[src/rtl/frame_source_scheduler.sv]
// Frame source scheduler: owns the frame-buffer write port, steering either
// UART-assembled pixels or a single armed camera frame into it, then hands
// the buffer to the processing path and waits for it to finish.
//
// state          | meaning
// ---------------+----------------------------------------------------------
// ST_IDLE        | waiting for a command; cam_mode tracks mode_sel here only
// ST_UART_RX     | receiving UART pixels, checking the pixel index sequence
// ST_CAM_WAIT    | camera capture armed, waiting for the frame-start vsync
// ST_CAM_RX      | writing camera pixels until the frame is complete
// ST_PROC_START  | one-cycle proc_start, buffer handed to processing
// ST_PROC_WAIT   | processing owns the buffer until proc_done
module frame_source_scheduler #(
    parameter int DATA_WIDTH   = 8,
    parameter int COLOR_BITS   = 4,
    parameter int TOTAL_PIXELS = 9600,
    parameter int ADDR_WIDTH   = 16
) (
    input  logic                    clk,
    input  logic                    reset,
    input  logic                    mode_sel,
    output logic                    cam_mode,
    input  logic                    uart_pixel_done,
    input  logic                    uart_frame_done,
    input  logic [ADDR_WIDTH-1:0]   uart_pixel_cnt,
    input  logic [3*DATA_WIDTH-1:0] uart_rgb,
    input  logic                    cam_vsync,
    input  logic                    cam_we,
    input  logic [ADDR_WIDTH-1:0]   cam_addr,
    input  logic [3*COLOR_BITS-1:0] cam_rgb,
    output logic                    fb_we,
    output logic [ADDR_WIDTH-1:0]   fb_addr,
    output logic [3*COLOR_BITS-1:0] fb_wdata,
    output logic                    fb_sel,
    output logic                    proc_start,
    input  logic                    proc_done,
    output logic                    busy,
    input  logic                    err_clr,
    output logic                    err_seq,
    output logic                    err_short,
    output logic                    err_overrun
);

    typedef enum logic [2:0] {
        ST_IDLE       = 3'd0,
        ST_UART_RX    = 3'd1,
        ST_CAM_WAIT   = 3'd2,
        ST_CAM_RX     = 3'd3,
        ST_PROC_START = 3'd4,
        ST_PROC_WAIT  = 3'd5
    } state_t;

    localparam logic [ADDR_WIDTH-1:0] LAST_PIX = ADDR_WIDTH'(TOTAL_PIXELS - 1);

    state_t                  state;
    logic [ADDR_WIDTH-1:0]   exp_cnt;
    logic [ADDR_WIDTH-1:0]   cam_cnt;
    logic [3*COLOR_BITS-1:0] uart_reduced;
    logic                    uart_any;

    // Keep the MSBs of each colour channel; the final pixel rides on frame_done.
    assign uart_reduced = {uart_rgb[3*DATA_WIDTH-1 -: COLOR_BITS],
                           uart_rgb[2*DATA_WIDTH-1 -: COLOR_BITS],
                           uart_rgb[DATA_WIDTH-1   -: COLOR_BITS]};
    assign uart_any     = uart_pixel_done | uart_frame_done;

    // Sequencing FSM with all outputs registered; flag sets are written after
    // err_clr so a simultaneous set wins.
    always_ff @(posedge clk) begin
        if (reset) begin
            state       <= ST_IDLE;
            exp_cnt     <= '0;
            cam_cnt     <= '0;
            cam_mode    <= 1'b0;
            fb_we       <= 1'b0;
            fb_addr     <= '0;
            fb_wdata    <= '0;
            fb_sel      <= 1'b0;
            proc_start  <= 1'b0;
            busy        <= 1'b0;
            err_seq     <= 1'b0;
            err_short   <= 1'b0;
            err_overrun <= 1'b0;
        end else begin
            fb_we      <= 1'b0;
            proc_start <= 1'b0;
            if (err_clr) begin
                err_seq     <= 1'b0;
                err_short   <= 1'b0;
                err_overrun <= 1'b0;
            end
            case (state)
                ST_IDLE: begin
                    cam_mode <= mode_sel;
                    if (cam_mode) begin
                        if (uart_frame_done) begin
                            state <= ST_CAM_WAIT;
                            busy  <= 1'b1;
                        end
                    end else if (uart_frame_done) begin
                        fb_we      <= 1'b1;
                        fb_addr    <= uart_pixel_cnt;
                        fb_wdata   <= uart_reduced;
                        state      <= ST_PROC_START;
                        proc_start <= 1'b1;
                        fb_sel     <= 1'b1;
                        busy       <= 1'b1;
                    end else if (uart_pixel_done) begin
                        fb_we    <= 1'b1;
                        fb_addr  <= uart_pixel_cnt;
                        fb_wdata <= uart_reduced;
                        exp_cnt  <= uart_pixel_cnt + 1'b1;
                        state    <= ST_UART_RX;
                        busy     <= 1'b1;
                    end
                end
                ST_UART_RX: begin
                    if (uart_any) begin
                        fb_we    <= 1'b1;
                        fb_addr  <= uart_pixel_cnt;
                        fb_wdata <= uart_reduced;
                        if (uart_pixel_cnt != exp_cnt) begin
                            err_seq <= 1'b1;
                        end
                        if (uart_frame_done) begin
                            exp_cnt    <= '0;
                            state      <= ST_PROC_START;
                            proc_start <= 1'b1;
                            fb_sel     <= 1'b1;
                        end else begin
                            exp_cnt <= exp_cnt + 1'b1;
                        end
                    end
                end
                ST_CAM_WAIT: begin
                    if (cam_vsync) begin
                        cam_cnt <= '0;
                        state   <= ST_CAM_RX;
                    end
                end
                ST_CAM_RX: begin
                    if (cam_we) begin
                        fb_we    <= 1'b1;
                        fb_addr  <= cam_addr;
                        fb_wdata <= cam_rgb;
                        cam_cnt  <= cam_cnt + 1'b1;
                    end
                    if (cam_we && (cam_cnt == LAST_PIX)) begin
                        state      <= ST_PROC_START;
                        proc_start <= 1'b1;
                        fb_sel     <= 1'b1;
                    end else if (cam_vsync) begin
                        err_short  <= 1'b1;
                        state      <= ST_PROC_START;
                        proc_start <= 1'b1;
                        fb_sel     <= 1'b1;
                    end
                end
                ST_PROC_START: begin
                    if (uart_any) begin
                        err_overrun <= 1'b1;
                    end
                    state <= ST_PROC_WAIT;
                end
                ST_PROC_WAIT: begin
                    if (uart_any) begin
                        err_overrun <= 1'b1;
                    end
                    if (proc_done) begin
                        fb_sel <= 1'b0;
                        busy   <= 1'b0;
                        state  <= ST_IDLE;
                    end
                end
                default: begin
                    state  <= ST_IDLE;
                    busy   <= 1'b0;
                    fb_sel <= 1'b0;
                end
            endcase
        end
    end

endmodule
[config.mk]
export PLATFORM = sky130hd
export DESIGN_NAME = frame_source_scheduler
export DESIGN_NICKNAME = d
export VERILOG_FILES = /design/src/rtl/frame_source_scheduler.sv
export SDC_FILE = /design/constraint.sdc
export NUM_CORES = 1
export LEC_CHECK = 0
export CAP_MARGIN = 20
export CORE_MARGIN = 3
export CORE_UTILIZATION = 40
export CTS_CLUSTER_SIZE = 8
export DETAILED_ROUTE_END_ITERATION = 8
export PLACE_DENSITY = 0.71
export SKIP_LAST_GASP = 1
export SLEW_MARGIN = 20
export SYNTH_ARGS = -nofsm -noshare
export SYNTH_HDL_FRONTEND = slang
export SYNTH_SLANG_ARGS = --single-unit
[constraint.sdc]
create_clock -name clk -period 4.2 [get_ports clk]
set_input_delay 1.26 -clock clk [delete_from_list [all_inputs] [get_ports clk]]
set_output_delay 1.26 -clock clk [all_outputs]
set_load 0.1 [all_outputs]
### Word level (Yosys, flattened, before mapping)

Cells that the tools add are included.

* word-level logic and storage cells: 118
* output and inout port bits: 36
* bits in registers: 71

* reduce and logical (&&, ||, !) cells: 14
* eq/ne operators: 18
* muxes and demuxes: 67
* bitwise logic cells: 3
* add/subtract/negate cells: 3

Operators with widths (count)
* 16-bit two-way mux: 12
* 16-bit case mux with 2 select lines: 2
* 12-bit two-way mux: 5
* 16-bit by 1-bit adder with 16-bit output, second input constant: 3
* 16-bit case mux with 3 select lines: 1
* 12-bit case mux with 3 select lines: 1
* 1-bit two-way mux: 31
* 3-bit two-way mux: 10
* 3-bit case mux with 6 select lines: 1
* 16-bit by 14-bit equality test with 1-bit output, second input constant: 1
* 16-bit != test: 1
* 2-bit != test, second input constant: 8
* 5-bit AND reduction: 3
* 3-bit != test, second input constant: 3
* 1-bit case mux with 3 select lines: 3
* 7-bit AND reduction: 1
* 3-bit by 2-bit equality test with 1-bit output, second input constant: 2
* 3-bit equality test, second input constant: 2
* 1-bit case mux with 5 select lines: 1
* 4-bit AND reduction: 1
* 2-bit nonzero test: 2
* 2-bit OR reduction: 2
* 4-bit OR reduction: 1
* 3-bit by 1-bit equality test with 1-bit output, second input constant: 1
* other kinds (6): 7

### Longest topological paths before layout

Gate-level depths: netlist of run 1.

* word-level depth: 5
* depth in mapped cells: 8

### Least setup slack after synthesis of run 1

OpenSTA, ideal clock, no wires.

* kind: in2reg
* from: in uart_pixel_cnt[2]
* to: reg exp_cnt[12]
* path slack: 1.708 ns
* library setup time: 0.103 ns
* stages: 6
* required time: 4.097 ns
* arrival: 2.389 ns
* cells stage by stage: clkbuf_2 > nand3_4 > nor4_2 > xor2_1 > a211oi_1 > a2111oi_2

* cells in the longest elaborated chain, start to end: 5

Ends and longest elaborated chain
* start, declared: line 25 `input logic [ADDR_WIDTH-1:0] uart_pixel_cnt,`
* 16-bit by 1-bit adder with 16-bit output: line 112 `exp_cnt <= uart_pixel_cnt + 1'b1;`
* 16-bit two-way mux: line 108 `end else if (uart_pixel_done) begin`
* 16-bit two-way mux: line 100 `end else if (uart_frame_done) begin`
* 16-bit two-way mux: line 95 `if (cam_mode) begin`
* 16-bit case mux with 2 select lines: line 92 `case (state)`
* end signal, assigned: line 112
* end signal, assigned: line 131 `exp_cnt <= exp_cnt + 1'b1;`
* end, declared: line 56 `logic [ADDR_WIDTH-1:0] exp_cnt;`

Every way passes these cells. The select of a mux whose other input is x is not followed.
A chain may end at the register's enable or synchronous reset.

### Worst setup path in the final report of run 1

* from: reg cam_mode
* to: out cam_mode

RTL lines
* start, declared: line 22 `output logic cam_mode,`
* start signal, assigned: line 94 `cam_mode <= mode_sel;`

No word-level cell between the ends.

==> results of run 1 <==
-- through the flow --
step / instances / util, % / power [mW] / worst slack, ns
4_1_cts: 750 / 54.02 / 3.655 / 0.9055
5_1_grt: 750 / 54.02 / 3.837 / 0.8535
3_3_place_gp: 737 / 52.16 / 3.075 / 0.9249
3_5_place_dp: 737 / 52.16 / 3.110 / 0.8287
2_1_floorplan: 536 / - / 2.661 / 1.708
6_report: 750 / 54.02 / 3.638 / 0.9453
-- cell usage in the layout, fill, tap and decap left out, types with 5 or more instances in the layout --
cell type | Yosys | layout
and3_1 | 6 | 6
nand3_1 | 22 | 22
clkbuf_8 | 0 | 11
nand2_1 | 84 | 84
nor3_1 | 11 | 11
nor2_1 | 74 | 74
nand2b_1 | 8 | 8
a21oi_1 | 20 | 20
nand4_1 | 8 | 8
a31oi_1 | 8 | 8
dfxtp_1 | 71 | 71
xor2_1 | 35 | 35
a311oi_1 | 32 | 32
buf_4 | 3 | 7
o21ai_0 | 15 | 15
inv_1 | 11 | 11
nor4_1 | 9 | 9
and2_1 | 5 | 5
a22oi_1 | 6 | 6
clkdlybuf4s50_1 | 0 | 99
-- how the worst max path moves through the flow --
stage	end	startpoint	slack, ns
6_report	cam_mode	cam_mode$_SDFFE_PP0P_	0.95
5_1_grt	cam_mode	cam_mode$_SDFFE_PP0P_	0.85
4_1_cts	cam_mode	cam_mode$_SDFFE_PP0P_	0.91
3_5_place_dp	fb_addr[1]$_SDFFE_PP0P_	uart_pixel_done	0.83
3_3_place_gp	exp_cnt[12]$_SDFFE_PP0P_	uart_pixel_cnt[2]	0.92
2_1_floorplan	exp_cnt[12]$_SDFFE_PP0P_	uart_pixel_cnt[2]	1.71
-- worst reg2reg max path: stages, from the launching register on --
cell and delay [ns]:
dfxtp_1 0.80, and2b_1 0.29, nand2_1 0.07, buf_4 0.27
inv_1 0.70, nand2_1 0.21, a311oi_1 0.31
-- area by class of cell --
class                      instances  area (um^2)  area share (%)
multi-input combinational        415         2539           47.00
sequential                        71         1421           26.31
timing repair buffer             107         1049           19.41
tap                              133        166.4           3.081
clock buffer                      12        155.1           2.872
inverter                          11        41.29          0.7644
clock inverter                     1        30.03          0.5559
-- cells by family (layout without fill, tap and decap cells) --
| family | count (synthesis) | after routing | synth area share [%] |
|---|---|---|---|
| and+or+nand+nor | 253 | 253 | 29.45 |
| AOI/OAI and AO/OA | 116 | 116 | 20.91 |
| DFF | 71 | 71 | 33.79 |
| buffers and inverters | 50 | 131 | 5.859 |
| xor gates and xnor gates | 39 | 39 | 8.120 |
| muxes | 4 | 4 | 0.9816 |
| adders and majority gates | 3 | 3 | 0.8924 |
-- cells in the mapped netlist (2+ instances only) --
cell type / count
o32ai_2: 2
clkbuf_1: 12
inv_1: 11
nor4_1: 9
nand4_1: 8
nand2b_1: 8
o221ai_1: 2
o21bai_1: 3
a311oi_1: 32
and4_1: 2
a31o_2: 3
and2_1: 5
o22ai_1: 3
dfxtp_1: 71
buf_4: 3
nand2_1: 84
nand3_1: 22
mux2i_1: 3
nor2b_1: 2
nor2_1: 74
nor3b_1: 4
a21oi_1: 20
nor3_1: 11
xor2_1: 35
ha_1: 3
buf_2: 18
o21ai_0: 15
and3_1: 6
a211oi_1: 2
a22oi_1: 6
o31ai_1: 2
a31oi_1: 8
buf_6: 3
clkbuf_2: 2
a21o_1: 2
xnor2_1: 4
-- flip-flops by register name (all words and copies together) (netlist names), 3 cells and up --
register  count
cam_cnt      16
exp_cnt      16
fb_addr      16
fb_wdata     12
state         3
-- power breakdown --
part / internal [mW] / total [mW] / switching, mW / leakage [nW]
logic: 0.585 / 2.07 / 1.48 / 1.31
clock network: 0.298 / 0.541 / 0.243 / 0.0944
registers: 0.849 / 1.03 / 0.181 / 0.583
total: 1.73 / 3.64 / 1.91 / 1.98
-- routing by layer --
layer  vias up  wire, um  GRT usage (%)
li1       2089         -              -
met1      1999      5573          28.94
met2       182      5758          34.07
met3        19       987          3.522
met4         0       208          8.656
met5         -         0              0
==> flow_summary.toml, run 1 <==
[pwr]
leakage_nw = 1.984
max-vdd-ir-drop_uv = 425.4
power_density_nw_per_um2 = 673.5

[die]
design.die.area_um2 = 11780
die_height_um = 108.6
core_area_um2 = 10000
floorplan.initialDensity_pct = 42.07
num_io_pins = 113
floorplan.die.width_um = 108.6
num_rows = 36

[final_layout]
design.final.nets = 695
stdcell_area_um2 = 5401
fillers = 964
drive_above_1_share_pct = 6.483
diodes = 0
area_growth_pct = 28.41

[sta]
fin_worst_skew_ns = 0.008081
setup_repair_after_global_routing_missed_its_margin = "false"
setup_tns_ns = 0
maxClockFrequency_ghz = 0.3072
setup-violations-final = 0
smallest_hold_slack_ns = 0.4486
slew_of_the_pin_with_the_lowest_slew_margin_ns = 0.9921
finalCritPeriodShare_pct = 77.49
slew_headroom_pct = 33.65
maxSlewViolCount = 0
final_period_minus_worst_setup_slack_ns = 3.255
hold_violations = 0

[critical_path]
critical_path.top_delay_family = "buffers and inverters"
critPathBufInv = 1
crit_path_cell_trace = "clkdlybuf4s50_1"
worst_setup_path_end_kind = "output port"
worstReg2RegEnd = "fb_addr[1]$_SDFFE_PP0P_"
critical_path_cell_count = 1
reg_to_reg_slack_setup_ns = 1.46
ff2ff_path_depth = 6
cp_data_required_time_ns = 2.94
r2r_path_start = "state[1]$_SDFFE_PP0P_"
timing.critical_path.slowest_stage_cell = "clkdlybuf4s50_1"
cpPeakStageDelay_ns = 1.19
worstPathMaxFanout = 8
timing.critical_path.from_type = "flop"
worst-endpoint-arrival_ns = 1.99
path_class = "reg2out"

[cts]
worst_skew_pair.late_latency_ns = 0.34
cts.repair_timing.setup_buffer_count = 0
path_clk_slew_ns = 0.07
cts_sinks = 71
cts_tree = "yes"
cts-hold-fix-buffers = 0
cts-root-to-sink-buffers = 2
numCtsBuffers = 9
cts_htree_levels = 3
root_buffer = "clkbuf_8"
cts-resized-gates = 0

[logic_synthesis]
synth_seq_area_share_pct = 33.79
yosysWarningCount = 0
synth_area_leaders = "dfxtp_1, nand2_1, xor2_1"
synth_enable_flop_cells = 0
post_syn_area_um2 = 4207
synth_top_flop_cell = "dfxtp_1"
post-synth-top-area-cell = "dfxtp_1"
syn-instance-count = 536
synth-seq-cells = 71
yosysTopAreaCellShare_pct = 33.79
synth_fp_nets = 616
async_sr_flop_fraction_pct = 0
postSynthAreaPerCell_um2 = 7.848
number_of_distinct_standard_cells_referenced_by_the_synthesized_netlist = 72

[place]
place.port_buffers = 100
gp_congestion = 0.9468
placed_cell_area_um2 = 5216
post-dp-hpwl_um = 8874

[min_path]
min_delay_worst_endpoint = "cam_cnt[15]$_SDFFE_PP0P_"
min-delay-start = "cam_cnt[15]$_SDFFE_PP0P_"
worstHoldPathCells = 1
hold_class = "reg2reg"

[drt]
wire_per_inst_um = 16.70
routed_wirelength_um = 12530
post-route-drc-count = 0
firstDrtPassIters = 5
via_per_instance_ratio = 5.719
detailroute.via_count = 4289
route.antenna.remaining_nets = 0
detail_route.iter0.violations = 419

[global_routing]
gr-usage-all-layers_pct = 21.46
grt_antenna_before_repair = 0
grt_start_max_net_pins = 58
grt_pass1_wl_um = 20230
grt_remaining_overflow = 0
grt_pass1_vias = 4050

[flow_run]
number_of_max_capacitance_violations_reported = 0

[outcome]
run_status = "completed"
No activity file was read; power rests on OpenSTA's default activity.
==> run 2: changes to the inputs <==
==> constraint.sdc (replaced) <==
create_clock -name clk -period 3.29 [get_ports clk]
set_input_delay 0.987 -clock clk [delete_from_list [all_inputs] [get_ports clk]]
set_output_delay 0.987 -clock clk [all_outputs]
set_load 0.1 [all_outputs]
==> run 2 against run 1 <==
  * Sequential cell count is the same
  * Via count up 2.6%
  * Final cell count grew 1.5%
  * Register-to-register slack worse by 0.48 ns
  * Critical path depth rose by 4
  * Clock skew grew 0.0080 ns
  * Sequential power up 28%
  * Design area is 0.21% higher
  * Critical path type is now in2reg
  * Critical endpoint is now exp_cnt[12]$_SDFFE_PP0P_
  * Largest power group unchanged
==> flow_summary.toml, run 2 (synthesis gave the netlist of run 1 again) <==
[final_layout]
area_growth_pct = 28.67
final_cell_count_no_fill = 761
mostFrequentLayoutCell = "nand2_1"
largest_registers = "cam_cnt x16, exp_cnt x16, fb_addr x16"
multi_input_area_um2 = 2539
ff_latch_area_um2 = 1421
diodes = 0
fillers = 956
leading_cell_types_in_the_layout_fill_and_taps_excluded = "nand2_1, nor2_1, dfxtp_1"
design.final.nets = 704
drive_above_1_share_pct = 14.01

[critical_path]
cpPeakStageDelay_ns = 0.77
worstPathMaxFanout = 15
worst_setup_path_end_kind = "flop"
crit_path_cell_trace = "clkdlybuf4s50_1, or4b_1, a21oi_1, a211oi_1, a2111oi_2"
path_class = "in2reg"
timing.critical_path.slowest_stage_cell = "or4b_1"
worst-endpoint-arrival_ns = 2.82
cp_data_required_time_ns = 3.53
timing.critical_path.from_type = "input port"

[min_path]
hold_class = "reg2reg"

[cts]
cts_sinks = 71
cts.repair_timing.setup_buffer_count = 0
numCtsBuffers = 9
cts_htree_levels = 3
worst_skew_pair.late_latency_ns = 0.35
cts-root-to-sink-buffers = 2
cts_tree = "yes"
root_buffer = "clkbuf_8"
cts-resized-gates = 0
cts-hold-fix-buffers = 0
path_clk_slew_ns = 0.09

[pwr]
power_density_nw_per_um2 = 864.6
design_power_total_mw = 4.680
leakage_nw = 2.098
max-vdd-ir-drop_uv = 531.6

[sta]
slew_of_the_pin_with_the_lowest_slew_margin_ns = 0.7585
setup_repair_after_global_routing_missed_its_margin = "false"
setup_tns_ns = 0
hold_violations = 0
slew_headroom_pct = 49.36
fin_worst_skew_ns = 0.01613
maxClockFrequency_ghz = 0.3868
final_period_minus_worst_setup_slack_ns = 2.585
post_route_setup_slack_ns = 0.7046
maxSlewViolCount = 0
finalCritPeriodShare_pct = 78.58
setup-violations-final = 0

[place]
place.port_buffers = 100
gp_congestion = 0.9304
dpl_worst_slack_ns = 0.4087
placedCellCount = 746
post-dp-hpwl_um = 9014

[global_routing]
grt_remaining_overflow = 0
grt_pass1_wl_um = 20110
grt_pass1_vias = 4067
gr-usage-all-layers_pct = 21.33
grt_antenna_before_repair = 0
grt_start_max_net_pins = 58

[drt]
firstDrtPassIters = 9
wire_per_inst_um = 16.56
routed_wirelength_um = 12600
detailroute.via_count = 4399
detail_route.iter0.violations = 448
post-route-drc-count = 0
via_per_instance_ratio = 5.781
route.antenna.remaining_nets = 0

[flow_run]
number_of_max_capacitance_violations_reported = 0

[outcome]
run_status = "completed"

[die]
design.die.area_um2 = 11780
floorplan.initialDensity_pct = 42.07
floorplan.die.width_um = 108.6
die_height_um = 108.6
num_rows = 36
core_area_um2 = 10000
num_io_pins = 113
run 2: cell types whose count changed in the layout (fill, tap and decap cells not counted), sizes merged:
cell	change
clkdlybuf4s50	-36
clkinv	+2
clkinvlp	+1
buf	+45
clkbuf	-1
run 2: through the flow:
step           hold slack [ns]  area (um^2)  util, %
2_1_floorplan           0.4186         4207        -
3_3_place_gp            0.4345         5206    52.06
3_5_place_dp            0.4346         5206    52.06
4_1_cts                 0.4531         5413    54.13
5_1_grt                 0.4609         5413    54.13
6_report                0.4530         5413    54.13
run 2: power by group:
part	switching (mW)	internal (mW)	total, mW
Clock	0.342	0.390	0.732
Combinational	1.90	0.718	2.62
Sequential	0.242	1.08	1.32
run 2: critical path: cells and delay by family:
| kind | cells | cell delay [ns] |
|---|---|---|
| simple gates | 1 | 0.77 |
| compound gates | 3 | 0.64 |
| buf+inv | 1 | 0.42 |
run 2: final cells by class:
type | instances | area share, %
Inverter | 11 | 0.7628
Clock buffer | 11 | 2.797
Tap cell | 133 | 3.074
Timing Repair Buffer | 116 | 19.19
Clock inverter | 4 | 1.017
Multi-Input combinational cell | 415 | 46.90
Sequential cell | 71 | 26.26
run 2: path summary, 6_finish.rpt:
| check | slack, ns | to | depth (start not counted) | start |
|---|---|---|---|---|
| max | 0.70 | exp_cnt[12]$_SDFFE_PP0P_ | 5 | uart_frame_done |
| min | 0.45 | cam_cnt[15]$_SDFFE_PP0P_ | 1 | cam_cnt[15]$_SDFFE_PP0P_ |
| max reg2reg | 0.98 | exp_cnt[12]$_SDFFE_PP0P_ | 4 | state[0]$_SDFFE_PP0P_ |
| min reg2reg | 0.45 | cam_cnt[15]$_SDFFE_PP0P_ | 1 | cam_cnt[15]$_SDFFE_PP0P_ |
run 2: layer usage:
metal | GRT usage, % | wire length [um] | vias to the layer above
li1 | - | - | 2102
met1 | 29.07 | 5545 | 2059
met2 | 33.32 | 5559 | 204
met3 | 3.940 | 1220 | 34
met4 | 8.386 | 278 | 0
met5 | 0 | 0 | -
==> run 3: changes to the inputs <==
--- a/config.mk
+++ b/config.mk
@@ -10,7 +10,7 @@
 export CORE_UTILIZATION = 40
 export CTS_CLUSTER_SIZE = 8
 export DETAILED_ROUTE_END_ITERATION = 8
-export PLACE_DENSITY = 0.71
+export PLACE_DENSITY = 0.74
 export SKIP_LAST_GASP = 1
 export SLEW_MARGIN = 20
 export SYNTH_ARGS = -nofsm -noshare
==> constraint.sdc (replaced) <==
create_clock -name clk -period 2.3 [get_ports clk]
set_input_delay 0.69 -clock clk [delete_from_list [all_inputs] [get_ports clk]]
set_output_delay 0.69 -clock clk [all_outputs]
set_load 0.1 [all_outputs]
==> run 3 against run 2 <==
  * Register-to-register slack got worse by 0.70 ns
  * Worst setup slack worse by 0.60 ns
  * Clock power grew 68%
  * Global-route usage increased by 0.27 points
  * Largest cell class unchanged
  * Largest power group unchanged
  * Sequential power increased by 40%
==> flow_summary.toml, run 3 (synthesis gave the netlist of run 1 again) <==
[die]
num_io_pins = 113
num_rows = 36
floorplan.initialDensity_pct = 42.07
design.die.area_um2 = 11780
die_height_um = 108.6
core_area_um2 = 10000
floorplan.die.width_um = 108.6

[cts]
cts_tree = "yes"
cts_htree_levels = 3
cts-resized-gates = 0
cts_sinks = 71
worst_skew_pair.late_latency_ns = 0.35
cts-root-to-sink-buffers = 2
cts-hold-fix-buffers = 0
cts.repair_timing.setup_buffer_count = 0
root_buffer = "clkbuf_8"
path_clk_slew_ns = 0.07
numCtsBuffers = 9

[critical_path]
cp_data_required_time_ns = 2.58
timing.critical_path.from_type = "input port"
worst_setup_path_end_kind = "flop"
critical_path_cell_count = 6
ff2ff_path_depth = 5
critical_path.top_delay_family = "simple AND/OR/NAND/NOR gates"
reg_to_reg_slack_setup_ns = 0.28
timing.critical_path.slowest_stage_cell = "clkdlybuf4s50_1"
worst-endpoint-arrival_ns = 2.47
cpPeakStageDelay_ns = 0.53
worstPathMaxFanout = 6
path_class = "in2reg"
critPathBufInv = 2
crit_path_cell_trace = "clkdlybuf4s50_1, buf_4, nor4b_4, nand4_2, or4_1, a31oi_1"

[sta]
smallest_hold_slack_ns = 0.4656
maxSlewViolCount = 0
maxClockFrequency_ghz = 0.4555
setup-violations-final = 0
finalCritPeriodShare_pct = 95.46
fin_worst_skew_ns = 0.01272
setup_repair_after_global_routing_missed_its_margin = "false"
slew_of_the_pin_with_the_lowest_slew_margin_ns = 0.5953
post_route_setup_slack_ns = 0.1045
final_period_minus_worst_setup_slack_ns = 2.195
slew_headroom_pct = 59.77
hold_violations = 0

[global_routing]
grt_pass1_wl_um = 20430
grt_remaining_overflow = 0
grt_antenna_before_repair = 0
gr-usage-all-layers_pct = 21.60
grt_start_max_net_pins = 46
grt_pass1_vias = 4093

[final_layout]
largest_registers = "cam_cnt x16, exp_cnt x16, fb_addr x16"
drive_above_1_share_pct = 19.07
fillers = 918
area_growth_pct = 37.00
final_core_util_pct = 57.63
multi_input_area_um2 = 2545
design.final.nets = 741
ff_latch_area_um2 = 1423
diodes = 0
mostFrequentLayoutCell = "buf_4"
leading_cell_types_in_the_layout_fill_and_taps_excluded = "buf_4, nand2_1, nor2_1"

[drt]
firstDrtPassIters = 5
detail_route.iter0.violations = 371
route.antenna.remaining_nets = 0
via_per_instance_ratio = 5.556
routed_wirelength_um = 12710
post-route-drc-count = 0
wire_per_inst_um = 15.91
detailroute.via_count = 4439

[place]
place.port_buffers = 100
dpl_worst_slack_ns = -0.2247
post-dp-hpwl_um = 9432
gp_congestion = 0.9163

[pwr]
max-vdd-ir-drop_uv = 711.0
power_density_nw_per_um2 = 1224
design_power_total_mw = 7.055
leakage_nw = 2.300

[outcome]
run_status = "completed"

[min_path]
worstHoldPathCells = 1
hold_class = "reg2reg"

[flow_run]
number_of_max_capacitance_violations_reported = 0
## run 3: changes by cell type in the layout (fill, tap and decap cells not counted), moves of 2 or more
cell | previous run | this run
buf_12 | 1 | 3
buf_4 | 51 | 86
bufinv_16 | 1 | 3
clkinv_4 | 2 | 0
## run 3: power by group
part | switching, mW | internal [mW] | total (mW)
Sequential | 0.294 | 1.55 | 1.85
Combinational | 2.81 | 1.17 | 3.98
Clock | 0.483 | 0.751 | 1.23
Total | 3.58 | 3.47 | 7.06
## run 3: cell type report
cell class                      instances  share of cell area (%)
Sequential cell                        71                   24.69
Tap cell                              133                   2.888
Timing Repair Buffer                  153                   23.27
Inverter                               11                  0.7165
Multi-Input combinational cell        415                   44.16
Clock buffer                           11                   2.453
Clock inverter                          5                   1.824
## run 3: worst paths after layout
check	startpoint	end
max	uart_frame_done	exp_cnt[11]$_SDFFE_PP0P_
min	cam_cnt[15]$_SDFFE_PP0P_	cam_cnt[15]$_SDFFE_PP0P_
max reg2reg	cam_cnt[10]$_SDFFE_PP0P_	fb_sel$_SDFFE_PP0P_
min reg2reg	cam_cnt[15]$_SDFFE_PP0P_	cam_cnt[15]$_SDFFE_PP0P_
## run 3: worst register-to-register path: cells and delay by family, from the launching register on
family                 cells  cell delay [ns]
multiplexers               1             0.36
AND/OR/NAND/NOR            1             0.57
buffers and inverters      1             0.20
AO/OA/AOI/OAI              2             0.44
flip-flops                 1             0.36
## run 3: metrics by stage
stage / TNS, ns / instances / cell area (um^2)
after detailed placement: -5.741 / 783 / 5509
after CTS: 0 / 799 / 5756
after floorplan: 0 / 536 / 4207
final: 0 / 799 / 5763
after global routing: 0 / 799 / 5763
after global placement: -5.279 / 783 / 5509
## run 3: layer usage
metal | part of all wire (%) | GRT usage (%)
met4 | 2.1 | 7.755
met3 | 7.3 | 4.776
met2 | 45 | 34.38
met1 | 45 | 28.73
met5 | 0 | 0
